==> src/rtl/serial_conditional_complementer.sv <==
// Bit-serial operand conditioner: pass, ones' complement, negate or absolute value,
// one bit per clock, LSB first, behind a valid/ready handshake on each side.
module serial_conditional_complementer #(
  parameter int WIDTH = 8,
  parameter int CNT_W = $clog2(WIDTH)
) (
  input  logic             clk,
  input  logic             rst,
  input  logic             in_valid,
  output logic             in_ready,
  input  logic [1:0]       mode,
  input  logic [WIDTH-1:0] din,
  output logic             out_valid,
  input  logic             out_ready,
  output logic [WIDTH-1:0] dout,
  output logic             overflow
);

  localparam logic [1:0] IDLE  = 2'd0;
  localparam logic [1:0] SHIFT = 2'd1;
  localparam logic [1:0] DONE  = 2'd2;

  localparam logic [1:0] OP_PASS = 2'd0;
  localparam logic [1:0] OP_ONES = 2'd1;
  localparam logic [1:0] OP_NEG  = 2'd2;

  localparam logic [CNT_W-1:0] LAST_BIT = CNT_W'(WIDTH - 1);

  logic [1:0]       state_reg, state_next;
  logic [1:0]       op_reg, op_next;
  logic [WIDTH-1:0] shift_reg, shift_next;
  logic [WIDTH-1:0] dout_reg, dout_next;
  logic [CNT_W-1:0] cnt_reg, cnt_next;
  logic             seen_one_reg, seen_one_next;
  logic             overflow_reg, overflow_next;
  logic             cur_bit;
  logic             res_bit;
  logic [1:0]       op_decoded;

  assign cur_bit = shift_reg[0];

  // Absolute value collapses to pass or negate at capture, so SHIFT only knows three ops.
  always_comb begin
    op_decoded = OP_PASS;
    case (mode)
      2'b00:   op_decoded = OP_PASS;
      2'b01:   op_decoded = OP_ONES;
      2'b10:   op_decoded = OP_NEG;
      default: op_decoded = din[WIDTH-1] ? OP_NEG : OP_PASS;
    endcase
  end

  always_comb begin
    res_bit = cur_bit;
    case (op_reg)
      OP_ONES: res_bit = ~cur_bit;
      OP_NEG:  res_bit = seen_one_reg ? ~cur_bit : cur_bit;
      default: res_bit = cur_bit;
    endcase
  end

  always_comb begin
    state_next    = state_reg;
    op_next       = op_reg;
    shift_next    = shift_reg;
    dout_next     = dout_reg;
    cnt_next      = cnt_reg;
    seen_one_next = seen_one_reg;
    overflow_next = overflow_reg;
    case (state_reg)
      IDLE: begin
        if (in_valid && in_ready) begin
          shift_next    = din;
          op_next       = op_decoded;
          dout_next     = '0;
          cnt_next      = '0;
          seen_one_next = 1'b0;
          overflow_next = 1'b0;
          state_next    = SHIFT;
        end
      end
      SHIFT: begin
        dout_next  = {res_bit, dout_reg[WIDTH-1:1]};
        shift_next = {1'b0, shift_reg[WIDTH-1:1]};
        cnt_next   = cnt_reg + CNT_W'(1);
        if (op_reg == OP_NEG) begin
          seen_one_next = seen_one_reg | cur_bit;
        end
        if (cnt_reg == LAST_BIT) begin
          state_next = DONE;
          // Only the most-negative value reaches the sign bit without an earlier 1.
          if ((op_reg == OP_NEG) && !seen_one_reg && cur_bit) begin
            overflow_next = 1'b1;
          end
        end
      end
      DONE: begin
        if (out_ready) begin
          state_next = IDLE;
        end
      end
      default: state_next = IDLE;
    endcase
  end

  always_ff @(posedge clk) begin
    if (rst) begin
      state_reg    <= IDLE;
      op_reg       <= OP_PASS;
      shift_reg    <= '0;
      dout_reg     <= '0;
      cnt_reg      <= '0;
      seen_one_reg <= 1'b0;
      overflow_reg <= 1'b0;
    end else begin
      state_reg    <= state_next;
      op_reg       <= op_next;
      shift_reg    <= shift_next;
      dout_reg     <= dout_next;
      cnt_reg      <= cnt_next;
      seen_one_reg <= seen_one_next;
      overflow_reg <= overflow_next;
    end
  end

  assign in_ready  = (state_reg == IDLE);
  assign out_valid = (state_reg == DONE);
  assign dout      = dout_reg;
  assign overflow  = overflow_reg;

endmodule

==> config.mk <==
export PLATFORM = sky130hd
export DESIGN_NAME = serial_conditional_complementer
export DESIGN_NICKNAME = d
export VERILOG_FILES = /design/src/rtl/serial_conditional_complementer.sv
export SDC_FILE = /design/constraint.sdc
export NUM_CORES = 1
export LEC_CHECK = 0
export ABC_AREA = 0
export CAP_MARGIN = 25
export CORE_MARGIN = 2
export CORE_UTILIZATION = 53
export CTS_CLUSTER_SIZE = 10
export DETAILED_ROUTE_END_ITERATION = 10
export GPL_TIMING_DRIVEN = 0
export PLACE_DENSITY = 0.89
export SYNTH_ARGS = -nofsm -noshare
export SYNTH_HDL_FRONTEND = slang
export SYNTH_SLANG_ARGS = --single-unit
export TNS_END_PERCENT = 20
==> constraint.sdc <==
create_clock -name clk -period 3.75 [get_ports clk]
set_clock_uncertainty 0.05 [all_clocks]
set_input_delay 0.75 -clock clk [delete_from_list [all_inputs] [get_ports clk]]
set_output_delay 0.75 -clock clk [all_outputs]
set_load 0.02 [all_outputs]
Word-level counts from Yosys, hierarchy flattened
Index checks and enable logic that the tools add are counted.
- output and inout port bits: 11
- word-level logic and storage cells: 54
- bits in registers: 25
- input bits: 14
- mux-type cells: 20
- eq/ne operators: 12
- $add $sub $neg: 1
- reductions and logical operators: 12
- bitwise logic cells: 2
- operators by type and width (kind ; number):
    $pmux 8 s2 ; 2
    $mux 8 ; 2
    $pmux 2 s3 ; 2
    $mux 2 ; 4
    $eq 2x1->1 const B ; 3
    $eq 2x2->1 const B ; 3
    $ne 2x2->1 const B ; 3
    $pmux 1 s2 ; 3
    $pmux 3 s2 ; 1
    $reduce_and 3->1 ; 2
    $mux 1 ; 5
    $logic_not 2->1 ; 2
    $ne 2x1->1 const B ; 2
    $reduce_and 2->1 ; 2
    $reduce_and 4->1 ; 1
    $add 3x1->3 const B ; 1
    $eq 3x3->1 const B ; 1
    $logic_and 1x1->1 ; 3
    $mux 3 ; 1
    $reduce_bool 2->1 ; 1
    $logic_not 1->1 ; 1
    $not 1->1 ; 1
    $or 1x1->1 ; 1

Longest topological paths before layout
- depth after elaboration: 6
- depth in mapped cells: 5

Worst setup path after synthesis
OpenSTA, ideal clock, no wires.
- kind: register to output
- start point: register state_reg[1]
- end point: output port out_valid
- required time: 2.950 ns
- path buffers: 0
- cell stages (with the launch flop): 2
- setup slack: 2.104 ns
- arrival: 0.846 ns
- cells stage by stage: dfxtp_1 nor2b_1
- cells in the longest elaborated chain, start to end: 1
- ends and longest elaborated chain (item ; line ; RTL):
    from (decl) ; 29 ; logic [1:0] state_reg, state_next;
    from (signal assigned) ; 116 ; state_reg <= state_next;
    $eq 2x2->1 ; 127 ; assign out_valid = (state_reg == DONE);
    to (decl) ; 13 ; output logic out_valid,
No other way between the ends.

Worst setup path after layout
Same ends and word-level chain as after synthesis.

==> results.md <==
* Status: finished clean
* Worst path required time at 2.95 ns
* CTS H-tree lvls at 1
* Port Buf Inserts at 23
* GPL Wtd Cong at 0.8451
* Final setup violation count at 0
* Core box area at 2022 um2
* Final Hold Vio Count at 0
* Syn Inst Count at 123
* Largest net degree at the start of global routing at 14
* Sw Share at 0.2677
* Initial antenna violation count at 0
* Final Max Tran Viols at 0
* FMAX at approximately 400 MHz
* Syn avg cell area at 9.450 um2
* Register area share after synthesis at 0.4306
* Top cells by area, synth: dfxtp_1 (43%), a211oi_2 (7.5%), a22oi_1 (7.1%)
* Crit start category: flop
* Total number of vias at 969
* RSZ-0062 raised after global routing: false
* Post-synth EDFFs at 0
* #FFs+latches synth at 25
* Ys Warns at 0
* IO Pins at 25
* Ys async rst share at 0
* Antenna fix cells at 0
* WS Path Type: reg2out
* Max Cap Violations at 0
* Placed cell count at 173
* Initial Utilization at 0.5749
* Total net switching power at ~130 uW
* ANT nets after route at 0
* Share of the synthesized area in the top cell type at 0.4306
* Initial DRC Count at 13
* P_int at 362.6 uW
* Share of layout cells above drive strength 1 at 0.1467
* Register share of total power at 0.574
* Post-Syn Area at 1162 um2
* Clk slew on worst S/H paths at 0.13 ns
* Remaining DRCs at 0
* Buffers and inverters on the worst path at 1
* CP peak stage delay at 0.62 ns
* Final min period at 2.469 ns
* Synth Flop Type: dfxtp_1
* CTS tree: built
* Root Driver: clkbuf_4
* PwrDens at between 300 and 400 nW/um2
* Routed WL per cell at 13.66 um
* Critical Path Slowest Stage Cell: clkdlybuf4s50_1
* Via density at ~5.5
* WL final at about 2400 um
* Leak at 0.0005562 uW
* Syn-to-layout area delta at 24.97%
* Nets at 170
* CTS-repair resized insts at 0
* CTS Buffer Depth at 2
* Yosys cell types at 31
* Peak VDD IR at approximately 0.27 mV
* Router iterations before antenna repair at 4
* DIE AREA at 2584 um2
* Die height at 50.83 um
* Worst Path Max Fanout at 8
* Most frequent cell after synthesis: dfxtp_1
* Slew headroom at 0.6164
* Hold buffer count at CTS at 0
* Postcts setup bufs at 0
* Type of the most critical hold path: reg2reg
* Worst-skew pair later-pin latency at 0.32 ns
* Die width at 50.83 um
* CP Capture Type: output port
* Clock Power Share at 0.241
* Post-synth top area cell: dfxtp_1
* Syn Nets at 142
* Top delay family on crit path: buffers and inverters
* Num Clock Sinks at 25
* Final HPWL DP at between 1500 and 2000 um
* Commonest cells in the netlist: dfxtp_1 (25), nor2_1 (20), a22oi_1 (11)
* Num CTS Buffers at 3
* Row cnt at 16
* Cell Count, Final, Fillers Out at 177
* Worst path arrival time at 1.67 ns
* Vias in the first global route at between 900 and 1000
* Setup tns final at 0 ns
* CP Cell Sequence: nor2b_1 -> clkdlybuf4s50_1
* GRT Residual Overflow at 0
* Comb pwr share at 0.185
* Part of the cycle the worst path needs at 0.6585
* Global-route usage over all layers at 0.2096
* Slew @ Worst Pin at 0.5754 ns
* Global-route wire length before repair at 4084 um
==> final timing paths <==
kind	cells after the start	endpoint	startpoint	slack, ns
max	2	out_valid	state_reg[1]	1.28
min	2	op_reg[1]	op_reg[1]	0.43
max reg2reg	5	overflow	cnt_reg[0]	2.41
min reg2reg	2	op_reg[1]	op_reg[1]	0.43
==> worst reg2reg max path: stages, from the launching register on <==
cell     delay (ns)
dfxtp_1        0.35
ha_1           0.20
ha_1           0.22
and3b_1        0.20
a31oi_1        0.16
nor3_1         0.06
==> logic make-up after synthesis <==
family,share of synthesized area
buffers and inverters,0.06995
flip-flops,0.4306
AO/OA/AOI/OAI,0.2594
AND/OR/NAND/NOR,0.1862
adder cells (fa/ha/maj),0.05382
==> layout by cell type (no fill, tap or decap), types with 3 or more instances in the layout <==
cell             netlist  routed
ha_1                   5       5
inv_1                  5       5
a21oi_1                9       9
nand2_1                9       9
clkdlybuf4s50_1        0      23
dfxtp_1               25      25
nand3b_1               3       3
nor2_1                20      20
a22oi_1               11      11
a211oi_2               7       7
buf_4                  3       3
clkbuf_4               0       3
==> stage by stage <==
stage / hold slack, ns / setup WS, ns / instance area, um2 / total power, uW / util
after floorplan: 0.3986 / 2.104 / 1162 / 351.0 / -
after global placement: 0.4119 / 1.659 / 1426 / 378.2 / 0.7054
after detailed placement: 0.4207 / 1.639 / 1426 / 381.9 / 0.7054
after CTS: 0.4387 / 1.262 / 1453 / 501.2 / 0.7184
after global routing: 0.4664 / 1.152 / 1453 / 521.2 / 0.7184
final: 0.4345 / 1.281 / 1453 / 495.2 / 0.7184
==> power by group through the flow <==
| stage | clock network, uW | logic [uW] | registers (uW) |
|---|---|---|---|
| floorplan | 0 | 61.8 | 289 |
| global placement | 0 | 88.6 | 290 |
| detailed placement | 0 | 91.8 | 290 |
| CTS | 125 | 92.5 | 284 |
| global route | 134 | 101 | 286 |
| finish | 119 | 91.8 | 284 |
==> area by class of cell <==
class / instances / area, um2
buffer: 9 / 62.56
clock buffer: 4 / 26.28
fill: 157 / 569.3
inverter: 5 / 18.77
multi-input combinational: 84 / 580.6
sequential: 25 / 500.5
tap: 27 / 33.78
timing repair buffer: 23 / 230.2
==> per-layer routing <==
layer  vias up  global-route usage  routed length [um]
li1        484                   -                   -
met1       462              0.2366                1050
met2        19              0.3706                1252
met3         4             0.06433                  91
met4         0             0.07658                  22
met5         -                   0                   0
Power figures use the tool's default switching activity.
